<file path="config.mk">
export PLATFORM = sky130hd
export DESIGN_NAME = tpu_array_seq
export DESIGN_NICKNAME = d
export VERILOG_FILES = /design/src/rtl/tpu_seq_pkg.sv /design/src/rtl/tpu_seq_drain.sv /design/src/rtl/tpu_array_seq.sv
export SDC_FILE = /design/constraint.sdc
export NUM_CORES = 1
export LEC_CHECK = 0
export BUFFER_PORTS_ARGS = -buffer_cell sky130_fd_sc_hd__buf_2
export CORE_MARGIN = 5
export CORE_UTILIZATION = 35
export CTS_CLUSTER_SIZE = 25
export DETAILED_ROUTE_END_ITERATION = 7
export PLACE_DENSITY = 0.67
export SLEW_MARGIN = 20
export SYNTH_ARGS = -nofsm -noshare
export SYNTH_HDL_FRONTEND = slang
export SYNTH_SLANG_ARGS = --single-unit
</file>
<file path="constraint.sdc">
create_clock -name clk -period 2 [get_ports clk]
set_input_delay 0.1 -clock clk [delete_from_list [all_inputs] [get_ports clk]]
set_output_delay 0.1 -clock clk [all_outputs]
set_load 0.02 [all_outputs]
</file>
<file path="src/rtl/tpu_seq_pkg.sv">
// Shared types and helpers for the systolic-array sequencer.
// Defines the job state machine encoding and the compute-phase decodes.
package tpu_seq_pkg;

  typedef enum logic [2:0] {
    IDLE,
    LOADC,
    COMPUTE,
    DRAIN,
    DONE
  } state_t;

  localparam int LANE_MAX = 32;

  // Diagonal skew: lane i sees data from step i through step i+dim-1.
  function automatic int comp_len(input int dim);
    return 3 * dim - 2;
  endfunction

  function automatic logic [LANE_MAX-1:0] lane_mask(input int k, input int dim);
    logic [LANE_MAX-1:0] m;
    m = '0;
    for (int i = 0; i < LANE_MAX; i++) begin
      if (i < dim && i <= k && k <= i + dim - 1) m[i] = 1'b1;
    end
    return m;
  endfunction

endpackage

</file>
<file path="src/rtl/tpu_seq_drain.sv">
// Result-row drain counter: advances on vld & rdy, wraps to 0 after the last row.
// last pulses combinationally on the handshake of row DIM-1; rdy low holds the row.
module tpu_seq_drain #(
  parameter int DIM   = 4,
  parameter int ROW_W = $clog2(DIM)
) (
  input  logic             clk,
  input  logic             rst_n,
  input  logic             vld,
  input  logic             rdy,
  output logic [ROW_W-1:0] row,
  output logic             last
);

  localparam logic [ROW_W-1:0] LAST_ROW = ROW_W'(DIM - 1);

  logic [ROW_W-1:0] row_q;
  logic             hs;

  assign hs   = vld & rdy;
  assign last = hs && (row_q == LAST_ROW);
  assign row  = row_q;

  always_ff @(posedge clk or negedge rst_n) begin
    if (!rst_n) begin
      row_q <= '0;
    end else if (hs) begin
      row_q <= last ? '0 : row_q + ROW_W'(1);
    end
  end

endmodule

</file>
<file path="src/rtl/tpu_array_seq.sv">
// Job sequencer for a DIM x DIM systolic MAC array: LOADC -> COMPUTE -> DRAIN -> DONE.
// stall freezes LOADC/COMPUTE; TPU_SEQ_STALL_CNT_EN adds a saturating stall_cnt output.
module tpu_array_seq
  import tpu_seq_pkg::*;
#(
  parameter int DIM    = 4,
  parameter int STEP_W = $clog2(3 * DIM),
  parameter int ROW_W  = $clog2(DIM)
) (
  input  logic              clk,
  input  logic              rst_n,
  input  logic              start,
  input  logic              clr_c,
  input  logic              stall,
  output logic              mac_en,
  output logic              mac_wren,
  output logic [ROW_W-1:0]  c_row,
  output logic              c_zero,
  output logic [STEP_W-1:0] feed_step,
  output logic [DIM-1:0]    lane_vld,
  output logic [ROW_W-1:0]  res_row,
  output logic              res_vld,
  input  logic              res_rdy,
  output logic              busy,
  output logic              done
`ifdef TPU_SEQ_STALL_CNT_EN
  ,
  output logic [15:0]       stall_cnt
`endif
);

  localparam logic [ROW_W-1:0]  LAST_ROW  = ROW_W'(DIM - 1);
  localparam logic [STEP_W-1:0] LAST_STEP = STEP_W'(comp_len(DIM) - 1);

  state_t              state_q, state_d;
  logic [ROW_W-1:0]    c_row_q, c_row_d;
  logic [STEP_W-1:0]   k_q, k_d;
  logic                c_zero_q, c_zero_d;
  logic [DIM-1:0]      lane_vld_q, lane_vld_d;
  logic                res_vld_q, busy_q, done_q;
  logic                accept, drain_last;
  logic [LANE_MAX-1:0] mask_full;
  logic                unused_mask;

  always_comb begin
    state_d  = state_q;
    c_row_d  = c_row_q;
    k_d      = k_q;
    c_zero_d = c_zero_q;
    mac_en   = 1'b0;
    mac_wren = 1'b0;
    accept   = 1'b0;
    case (state_q)
      IDLE: begin
        if (start) begin
          accept   = 1'b1;
          c_zero_d = clr_c;
          state_d  = LOADC;
        end
      end
      LOADC: begin
        if (!stall) begin
          mac_en   = 1'b1;
          mac_wren = 1'b1;
          if (c_row_q == LAST_ROW) begin
            c_row_d = '0;
            state_d = COMPUTE;
          end else begin
            c_row_d = c_row_q + ROW_W'(1);
          end
        end
      end
      COMPUTE: begin
        if (!stall) begin
          mac_en = 1'b1;
          if (k_q == LAST_STEP) begin
            k_d     = '0;
            state_d = DRAIN;
          end else begin
            k_d = k_q + STEP_W'(1);
          end
        end
      end
      DRAIN:   if (drain_last) state_d = DONE;
      DONE:    state_d = IDLE;
      default: state_d = IDLE;
    endcase
  end

  // Lane mask is registered alongside the step it describes.
  always_comb begin
    mask_full  = lane_mask(int'(k_d), DIM);
    lane_vld_d = (state_d == COMPUTE) ? mask_full[DIM-1:0] : '0;
  end

  assign unused_mask = ^mask_full[LANE_MAX-1:DIM];

  always_ff @(posedge clk or negedge rst_n) begin
    if (!rst_n) begin
      state_q    <= IDLE;
      c_row_q    <= '0;
      k_q        <= '0;
      c_zero_q   <= 1'b0;
      lane_vld_q <= '0;
      res_vld_q  <= 1'b0;
      busy_q     <= 1'b0;
      done_q     <= 1'b0;
    end else begin
      state_q    <= state_d;
      c_row_q    <= c_row_d;
      k_q        <= k_d;
      c_zero_q   <= c_zero_d;
      lane_vld_q <= lane_vld_d;
      res_vld_q  <= (state_d == DRAIN);
      busy_q     <= (state_d != IDLE);
      done_q     <= (state_d == DONE);
    end
  end

  tpu_seq_drain #(
    .DIM   (DIM),
    .ROW_W (ROW_W)
  ) u_drain (
    .clk   (clk),
    .rst_n (rst_n),
    .vld   (res_vld_q),
    .rdy   (res_rdy),
    .row   (res_row),
    .last  (drain_last)
  );

  assign c_row     = c_row_q;
  assign c_zero    = c_zero_q;
  assign feed_step = k_q;
  assign lane_vld  = lane_vld_q;
  assign res_vld   = res_vld_q;
  assign busy      = busy_q;
  assign done      = done_q;

`ifdef TPU_SEQ_STALL_CNT_EN
  logic [15:0] stall_cnt_q;

  always_ff @(posedge clk or negedge rst_n) begin
    if (!rst_n) begin
      stall_cnt_q <= '0;
    end else if (accept) begin
      stall_cnt_q <= '0;
    end else if ((state_q == LOADC || state_q == COMPUTE) && stall && stall_cnt_q != 16'hFFFF) begin
      stall_cnt_q <= stall_cnt_q + 16'd1;
    end
  end

  assign stall_cnt = stall_cnt_q;
`endif

endmodule
</file>
======== Word-level counts from Yosys, hierarchy flattened ========
Index checks and enable logic that the tools add are counted.
word-level totals
  register bits ........................... 19
  bits of input ports ..................... 6
  word-level logic and storage cells ...... 59
  output and inout bits ................... 18
cells by class
  $lt $le $gt $ge ......................... 7
  eq/ne operators ......................... 9
  bitwise operators ....................... 2
  reductions and logical operators ........ 9
  add/sub/neg operators ................... 3
  muxes and demuxes ....................... 20
operator list
  cell                                                 count
  two-way mux 3 bit                                    6
  two-way mux 4 bit                                    4
  equality test 3 x 2 -> 1 bit, second input constant  4
  <= comparator 4 x 3 -> 1 bit, second input constant  3
  case mux 3 bit (4 select lines)                      1
  <= comparator 2 x 4 -> 1 bit, first input constant   2
  two-way mux 1 bit                                    7
  adder 2 x 1 -> 2 bit, second input constant          2
  adder 4 x 1 -> 4 bit, second input constant          1
  equality test 2 bit, second input constant           2
  equality test 4 bit, second input constant           1
  <= comparator 1 x 4 -> 1 bit, first input constant   1
  <= comparator 4 x 2 -> 1 bit, second input constant  1
  logical AND 1 bit                                    4
  two-way mux 2 bit                                    2
  AND reduction 2 bit                                  2
  equality test 3 x 1 -> 1 bit, second input constant  1
  equality test 3 bit, second input constant           1
  logical NOT 3 bit                                    1
  nonzero test 3 bit                                   1
  OR reduction 2 bit                                   1
  AND 1 bit                                            1
  NOT 1 bit                                            1

======== Longest topological paths before layout ========
Gate-level depths: netlist (run 1).
  depth after elaboration ................. 8
  gate-level depth with buffers ........... 6
  depth with buffers taken out ............ 6

======== Modules after synthesis ========
From an unflattened synthesis (run 1), not the netlist that was laid out.
unflattened totals
  cell total of the unflattened synthesis .. 90
  area total of the unflattened synthesis .. 992.2 µm²
by module, submodules not included
  module         cells an instance  area an instance (µm²)  sequential area each (µm²)  instances
  tpu_array_seq  82                 892.1                   425.4                       1
  tpu_seq_drain  8                  100.1                   50.0                        1

======== Least setup slack after synthesis (run 1) ========
Ideal clock, no wire load.
  kind .................................... register to register
  start ................................... reg state_q[0]
  end ..................................... reg lane_vld_q[3], in the netlist lane_vld[3]
  stages on the path, launching flop included .. 6
  data required time ...................... 1913 ps
  setup time .............................. 87 ps
  path buffers ............................ 1
  slack ................................... -77 ps
  clock period less this slack ............ 2077 ps
  arrival ................................. 1989 ps
  cell sequence ........................... dfrtp_1 -> or4b_1 -> buf_2 -> or4_4 -> a211o_1 -> a211oi_2
between the ends
  longest elaborated chain between the ends .. 6
  elaborated cells on any way between the ends .. 18
  classes of those cells .................. order compare (2); eq/ne (4); mux (10); reduce/logical (2)
RTL lines
  item                                                                          line                  source
  start, declared                                                               tpu_array_seq.sv:35   state_t state_q, state_d;
  start signal, assigned                                                        tpu_array_seq.sv:109  state_q <= state_d;
  equality test 3 x 2 -> 1 bit                                                  tpu_array_seq.sv:53   case (state_q)
  two-way mux 4 bit                                                             tpu_array_seq.sv:53
  <= comparator 2 x 4 -> 1 bit or <= comparator 4 x 3 -> 1 bit (tied branches)  tpu_seq_pkg.sv:24     if (i < dim && i <= k && k <= i + dim - 1) m[i] = 1'b1;
  logical AND 1 bit                                                             tpu_seq_pkg.sv:24
  two-way mux 1 bit                                                             tpu_seq_pkg.sv:24
  two-way mux 4 bit (*)                                                         tpu_array_seq.sv:93   lane_vld_d = (state_d == COMPUTE) ? mask_full[DIM-1:0] : '0;
  named net lane_vld_d[3]                                                       tpu_array_seq.sv:39   logic [DIM-1:0] lane_vld_q, lane_vld_d;
  end signal, assigned                                                          tpu_array_seq.sv:113  lane_vld_q <= lane_vld_d;
  end, declared                                                                 tpu_array_seq.sv:39
Mark *: on every way through the listed nets, which the timed path passes. The rest lies on a longest branch.
A chain may end at the register's enable or synchronous reset.

======== Worst setup path after layout (run 1) ========
  start ................................... reg state_q[2]
  end ..................................... reg lane_vld_q[3], in the netlist lane_vld[3]
The elaborated chain is that of the path after synthesis.

==> results.txt, run 1 <==
----------------------------------------------------
[CTS]
  Clock edge transition at the registers on the reported setup and hold paths ... 0.11 ns
  Post-CTS Repair Setup Buffers ... 0
  Max Root-Sink Buffers ... 2
  TritonCTS clock tree ... done
  Clock sinks ... 19
  Clock network latency to the later pin of the worst-skew pair ... around 0.29 ns
  Number of buffers added by the clock tree synthesis step ... 3
  Htree depth ... 1
  Root buffer cell ... sky130_fd_sc_hd__clkbuf_4

[Logic synthesis]
  Number of enable flip-flop cells after synthesis ... 0
  Post-synthesis register bit count ... 19
  Largest area contributor in the netlist ... sky130_fd_sc_hd__dfrtp_1
  Library cells used by synthesis ... 31
  Proportion of synthesized flip-flops having asynchronous set or reset ... 1.00
  Most common flop cell mapped by yosys ... sky130_fd_sc_hd__dfrtp_1
  Ranking of synthesized cells by instance count ... sky130_fd_sc_hd__dfrtp_1, sky130_fd_sc_hd__nand2_1, sky130_fd_sc_hd__nor2_1
  Most frequent cell after synthesis ... sky130_fd_sc_hd__dfrtp_1
  Number of warnings reported in the yosys synthesis log ... 0
  Share of synthesized area occupied by flip-flops and latches ... 0.499
  Gate count after technology mapping ... 89
  Post-Synthesis Net Count ... 99
  Avg Synthesized Cell Area ... 10.7 um^2
  Main area contributors after synthesis ... sky130_fd_sc_hd__dfrtp_1, sky130_fd_sc_hd__ha_1, sky130_fd_sc_hd__mux2_2
  Post-synthesis instance area ... 952 um^2
  Top cell type's share of synthesized area ... 0.499

[Cells and area]
  Ant. Diodes ... 0
  Share of layout cells above drive strength 1 ... 0.419
  Number of standard cells in the final layout excluding fillers ... 160
  Area growth from synthesis to layout ... 32.9%
  Fin nets ... 140

[Drt]
  DR pass1 iterations ... 4
  Overall via count from detail_route ... 857
  DRC Markers ... 0
  WL/cell ... around 14 um
  Initial DRC count ... 14
  Final wirelength ... ~2300 um
  Vias per cell ... 5.36
  Remaining antenna violation count ... 0

[Floorplan]
  Effective utilization at floorplan ... 0.354
  Width of the chip ... 62.2 um
  Die Footprint ... 3860 um^2
  Number of ports placed on the die boundary ... 24
  Row count ... 19
  Core Box Area ... 2690 um^2
  Die span in y ... 62.2 um

[Global routing]
  Number of global-route vias before repair ... between 900 and 1k
  Number of antenna violations at the first check in global routing ... 0
  Final global-route overflow total ... 0
  Wire length of the first global-routing pass ... about 4000 um
  Largest net degree at the start of global routing ... 20
  Gr usage total ... 0.123

[STA]
  Portion of the clock cycle consumed by the worst path in the final layout ... 0.971
  Shortest period the worst path allows ... between 1.5 and 2 ns
  RSZ-0062 raised after global routing ... yes
  Total count of hold-check failures in the final report ... 0
  Clk_skew ... ~0.0058 ns
  Worst setup slack after layout ... between 0.05 and 0.06 ns
  Worst Tran Pin Value ... between 0.4 and 0.5 ns
  Max-slew headroom at the worst pin ... 0.700
  Smallest hold slack ... 0.0313 ns
  Slew Limit Fails ... 0
  Total Negative Setup Slacks ... 0 ns
  Setup-failing EPs final ... 0
  Maximum clock frequency ... 515 MHz

[Setup path]
  CP Launch Type ... flop
  Largest fanout on the critical path ... 5
  Critical path class ... flop to flop
  Arrival @ worst endpoint ... 2.16 ns
  Required time of the critical path ... about 2.2 ns
  Worst R2R Path Depth ... 4
  Crit path capture type ... flop

[Outcome]
  Status ... completed

[Power and ir drop]
  Leakage power total ... 0.623 nW
  Worst VDD drop ... 0.000795 V
  PwrDens ... about 1700 nW/um^2
  Final total power ... between 0.002 and 0.0025 W

[Placed design]
  Inst Count DP ... 155
  Detailed placer's ending HPWL ... 1720 um
  PortBufs ... 23
  Final RePlAce weighted congestion ... 0.828
  DP Worst Slack ... 0.0344 ns

[Min path]
  Hold Crit Depth ... 2
  Class of the tightest hold or removal check ... input pin to flop

[Run]
  Maximum capacitance violations ... 0

----------------------------------------------------
worst paths after layout:
| kind | to | from | slack (ns) |
|---|---|---|---|
| worst max-delay path | lane_vld[3]$_DFF_PN0_ | state_q[2]$_DFF_PN0_ | 0.06 |
| worst min-delay path | c_zero$_DFFE_PN0P_ | clr_c | 0.03 |
| worst max register to register | lane_vld[3]$_DFF_PN0_ | state_q[2]$_DFF_PN0_ | 0.06 |
| worst min register to register | c_zero$_DFFE_PN0P_ | c_zero$_DFFE_PN0P_ | 0.51 |
| max in group asynchronous | lane_vld[3]$_DFF_PN0_ | rst_n | 1.42 |
| min in group asynchronous | feed_step[1]$_DFF_PN0_ | rst_n | 0.27 |
layer usage:
layer | GRT usage | share of wire | up-vias
li1 | - | - | 415
met2 | 0.229 | 0.53 | 23
met1 | 0.134 | 0.40 | 415
met3 | 0.0270 | 0.052 | 4
met5 | 0 | 0 | -
met4 | 0.0461 | 0.014 | 0
metrics by stage:
step | utilization | area, um^2
3_3_place_gp | 0.446 | 1200
3_5_place_dp | 0.446 | 1200
6_report | 0.471 | 1260
2_1_floorplan | - | 958
5_1_grt | 0.471 | 1260
4_1_cts | 0.460 | 1240
cell usage in the layout, fill, tap and decap left out, types with 2 or more instances in the layout:
cell type	n
sky130_fd_sc_hd__a211oi_2	2
sky130_fd_sc_hd__a211o_1	2
sky130_fd_sc_hd__buf_4	13
sky130_fd_sc_hd__nand3b_1	3
sky130_fd_sc_hd__ha_1	3
sky130_fd_sc_hd__dfrtp_1	19
sky130_fd_sc_hd__nor3_1	3
sky130_fd_sc_hd__nor2_1	8
sky130_fd_sc_hd__mux2_2	4
sky130_fd_sc_hd__nand3_1	2
sky130_fd_sc_hd__o21ai_0	2
sky130_fd_sc_hd__clkbuf_4	3
sky130_fd_sc_hd__nand2_1	8
sky130_fd_sc_hd__nor4b_1	3
sky130_fd_sc_hd__and3_1	2
sky130_fd_sc_hd__buf_2	23
sky130_fd_sc_hd__inv_1	4
sky130_fd_sc_hd__or2_2	2
sky130_fd_sc_hd__o211ai_1	4
cell families (layout without fill, tap and decap cells):
kind of cell | after synthesis | after routing | synth area share
flops | 19 | 19 | 0.499
mux | 4 | 4 | 0.0473
compound gates | 16 | 16 | 0.131
fa+ha+maj | 4 | 4 | 0.0526
simple gates | 40 | 40 | 0.239
buf+inv | 5 | 45 | 0.0210
xor+xnor | 1 | 1 | 0.00920
critical path, cell delays in order, from the launching register on:
cell and delay, ns:
sky130_fd_sc_hd__dfrtp_1 0.39, sky130_fd_sc_hd__or4b_4 0.51, sky130_fd_sc_hd__or4_4 0.46, sky130_fd_sc_hd__a211o_1 0.32
sky130_fd_sc_hd__a211oi_2 0.18
registers in the layout, summed over array words and instances (netlist names):
register	flops
done	1
feed_step	4
busy	1
c_zero	1
lane_vld	4
u_drain.row	2
c_row	2
res_vld	1
state_q	3
where the power goes:
group	switching (W)	internal [W]
logic	0.000728	0.000557
clock network	0.000119	0.0000743
registers	0.0000943	0.000532
layout make-up:
type / instances / area [um^2]
timing repair buffer: 37 / 223
sequential: 19 / 475
inverter: 4 / 15.0
clock inverter: 1 / 5.00
fill: 259 / 1420
tap: 31 / 38.8
clock buffer: 3 / 22.5
multi-input combinational: 65 / 485
what timing repair did:
action                     in CTS  in global routing
resized for setup               0                  7
hold endpoints to repair       19                  0
setup endpoints to repair       0                  4
hold buffers                    1                  0
No activity file was read; power rests on OpenSTA's default activity.
==> inputs of run 2 (changes only) <==
--- a/config.mk
+++ b/config.mk
@@ -7,10 +7,10 @@
 export LEC_CHECK = 0
 export BUFFER_PORTS_ARGS = -buffer_cell sky130_fd_sc_hd__buf_2
 export CORE_MARGIN = 5
-export CORE_UTILIZATION = 35
+export CORE_UTILIZATION = 46
 export CTS_CLUSTER_SIZE = 25
 export DETAILED_ROUTE_END_ITERATION = 7
-export PLACE_DENSITY = 0.67
+export PLACE_DENSITY = 0.81
 export SLEW_MARGIN = 20
 export SYNTH_ARGS = -nofsm -noshare
 export SYNTH_HDL_FRONTEND = slang
==> constraint.sdc (replaced) <==
create_clock -name clk -period 1.6 [get_ports clk]
set_input_delay 0.08 -clock clk [delete_from_list [all_inputs] [get_ports clk]]
set_output_delay 0.08 -clock clk [all_outputs]
set_load 0.02 [all_outputs]
==> run 2 against run 1 <==
The run now ends with negative setup slack left. Clock-buffer cell count increased by 1. Global-route usage increased by 6.9 points. Non-clock buffer count increased by 23. Sequential cell count unchanged. Combinational power increased by 89%. Sequential share of layout area decreased by 7.7 points. Sequential power increased by 24%. Register-to-register slack got worse by 0.44 ns. Die area decreased by 20%. Fmax decreased by 1.9%. Largest cell class unchanged.
==> results.txt, run 2 (synthesized netlist as in run 1, its figures left out) <==
----------------------------------------------------
[Outcome]
  Status ... finished, violations left (was completed)
  Failing checks ... negative setup slack

[STA]
  Max-slew headroom at the worst pin ... 0.700 (about the same)
  Setup-failing EPs final ... 9 (was 0)
  Portion of the clock cycle consumed by the worst path in the final layout ... 1.24 (was 0.971)
  Total count of hold-check failures in the final report ... 0 (unchanged)
  Slew Limit Fails ... 0 (unchanged)
  Worst setup slack after layout ... -0.380 ns (was 0.0573 ns)
  Maximum clock frequency ... 505 MHz (was 515 MHz)
  RSZ-0062 raised after global routing ... yes (unchanged)
  Clk_skew ... 0.0134 ns (was 0.00578 ns)
  Worst Tran Pin Value ... 0.450 ns (was 0.443 ns)
  Shortest period the worst path allows ... 1.98 ns (was 1.94 ns)

[Power and ir drop]
  Combinational share of power ... 0.704 (was 0.611)
  Clk network pwr share ... 0.072 (was 0.092)
  Cell Int Power ... 0.00197 W (was 0.00116 W)
  Leakage power total ... 0.782 nW (was 0.623 nW)
  Switching Fraction ... 0.433 (was 0.447)
  Power share of the sequential group ... 0.223 (was 0.297)
  PwrDens ... 2170 nW/um^2 (was 1660 nW/um^2)
  Net Sw Power ... 0.00150 W (was 0.000942 W)
  Worst VDD drop ... 0.00148 V (was 0.000795 V)

[Run]
  Maximum capacitance violations ... 0 (unchanged)

[CTS]
  Number of buffers added by the clock tree synthesis step ... 3 (unchanged)
  Clock edge transition at the registers on the reported setup and hold paths ... 0.11 ns (about the same)
  Clock sinks ... 19 (unchanged)
  TritonCTS clock tree ... done (unchanged)
  Htree depth ... 1 (unchanged)
  Max Root-Sink Buffers ... 2 (unchanged)
  Root buffer cell ... sky130_fd_sc_hd__clkbuf_4 (unchanged)
  Clock network latency to the later pin of the worst-skew pair ... 0.32 ns (was 0.29 ns)

[Global routing]
  Number of antenna violations at the first check in global routing ... 0 (unchanged)
  Wire length of the first global-routing pass ... 4710 um (was 4040 um)
  Largest net degree at the start of global routing ... 20 (unchanged)
  Final global-route overflow total ... 0 (unchanged)
  Gr usage total ... 0.192 (was 0.123)
  Number of global-route vias before repair ... 1,021 (was 926)

[Drt]
  Overall via count from detail_route ... 990 (was 857)
  WL/cell ... 16.9 um (was 14.3 um)
  Vias per cell ... 5.53 (was 5.36)
  Initial DRC count ... 13 (was 14)
  Remaining antenna violation count ... 0 (unchanged)
  DR pass1 iterations ... 4 (unchanged)
  DRC Markers ... 0 (unchanged)
  Final wirelength ... 3020 um (was 2290 um)

[Setup path]
  Critical path class ... flop to flop (unchanged)
  Required time of the critical path ... 1.83 ns (was 2.21 ns)
  CP Launch Type ... flop (unchanged)
  Worst R2R Path Depth ... 4 (unchanged)
  Crit path capture type ... flop (unchanged)
  Arrival @ worst endpoint ... 2.21 ns (was 2.16 ns)
  Largest fanout on the critical path ... 4 (was 5)
  R2R Setup Slk ... -0.38 ns (was 0.06 ns)

[Placed design]
  PortBufs ... 23 (unchanged)
  Detailed placer's ending HPWL ... 1900 um (was 1720 um)
  Final RePlAce weighted congestion ... 0.808 (was 0.828)
  DP Worst Slack ... -0.365 ns (was 0.0344 ns)

[Floorplan]
  Die span in y ... 55.5 um (was 62.2 um)
  Width of the chip ... 55.5 um (was 62.2 um)
  Effective utilization at floorplan ... 0.485 (was 0.354)
  Core Box Area ... 1960 um^2 (was 2690 um^2)
  Die Footprint ... 3080 um^2 (was 3860 um^2)
  Number of ports placed on the die boundary ... 24 (unchanged)
  Row count ... 16 (was 19)

[Cells and area]
  Area growth from synthesis to layout ... 67.9% (was 32.9%)
  Fin nets ... 163 (was 140)
  Highest-count cells in the layout ignoring fill and taps ... sky130_fd_sc_hd__buf_4, sky130_fd_sc_hd__buf_2, sky130_fd_sc_hd__dfrtp_1 (was sky130_fd_sc_hd__buf_2, sky130_fd_sc_hd__dfrtp_1, sky130_fd_sc_hd__buf_4)
  Post-layout util ... 0.815 (was 0.471)
  Share of layout cells above drive strength 1 ... 0.599 (was 0.419)
  Ant. Diodes ... 0 (unchanged)
  Most common cell after layout, fill and taps aside ... sky130_fd_sc_hd__buf_4 (was sky130_fd_sc_hd__buf_2)

[Min path]
  Class of the tightest hold or removal check ... input pin to flop (unchanged)
  Hold Crit Depth ... 2 (unchanged)

----------------------------------------------------
==> run 2: worst paths after layout <==
| path | startpoint | end |
|---|---|---|
| max | state_q[2]$_DFF_PN0_ | lane_vld[3]$_DFF_PN0_ |
| min | clr_c | c_zero$_DFFE_PN0P_ |
| max reg2reg | state_q[2]$_DFF_PN0_ | lane_vld[3]$_DFF_PN0_ |
| min reg2reg | c_zero$_DFFE_PN0P_ | c_zero$_DFFE_PN0P_ |
| max in group asynchronous | rst_n | feed_step[1]$_DFF_PN0_ |
| min in group asynchronous | rst_n | feed_step[2]$_DFF_PN0_ |
==> run 2: layout make-up <==
type	count	area, um^2
Clock buffer	4	26.3
Multi-Input combinational cell	65	622
Fill cell	131	363
Tap cell	27	33.8
Timing Repair Buffer	60	424
Sequential cell	19	478
Inverter	4	15.0
==> run 2: critical path, stage by stage, from the launching register on <==
cell	delay (ns)
sky130_fd_sc_hd__dfrtp_1	0.40
sky130_fd_sc_hd__or4b_4	0.53
sky130_fd_sc_hd__or4_4	0.46
sky130_fd_sc_hd__a211o_1	0.30
sky130_fd_sc_hd__a211oi_2	0.22
==> run 2: power groups by stage <==
stage               logic [W]  registers (W)  clock network (W)
finish                0.00244       0.000774           0.000250
global route          0.00262       0.000795           0.000282
CTS                   0.00221       0.000765           0.000251
detailed placement    0.00184       0.000766                  0
global placement      0.00174       0.000760                  0
floorplan            0.000708        0.00105                  0
==> run 2: routing by layer <==
layer,up-vias,track usage,share of wire
met2,32,0.351,0.53
met3,12,0.0559,0.049
met4,0,0.0833,0.044
li1,460,-,-
met5,-,0,0
met1,486,0.202,0.38
==> run 2: what timing repair did <==
item,4_1_cts,5_1_grt
setup endpoints to repair,9,9
endpoints found under the hold margin,19,0
pin swaps,8,9
setup buffers,5,6
gates cloned,0,0
hold buffers,1,0
resized for setup,26,13
==> run 2: per-stage QoR <==
stage | hold slack (ns) | power [W] | cells | TNS (ns) | instance area [um^2]
2_1_floorplan | -0.216 | 0.00175 | 89 | -2.69 | 961
3_3_place_gp | 0.0351 | 0.00250 | 167 | -1.19 | 1320
3_5_place_dp | 0.0485 | 0.00261 | 167 | -1.62 | 1320
4_1_cts | 0.0184 | 0.00323 | 175 | -1.21 | 1510
5_1_grt | 0.0190 | 0.00370 | 179 | -2.14 | 1600
6_report | 0.0125 | 0.00346 | 179 | -1.39 | 1600
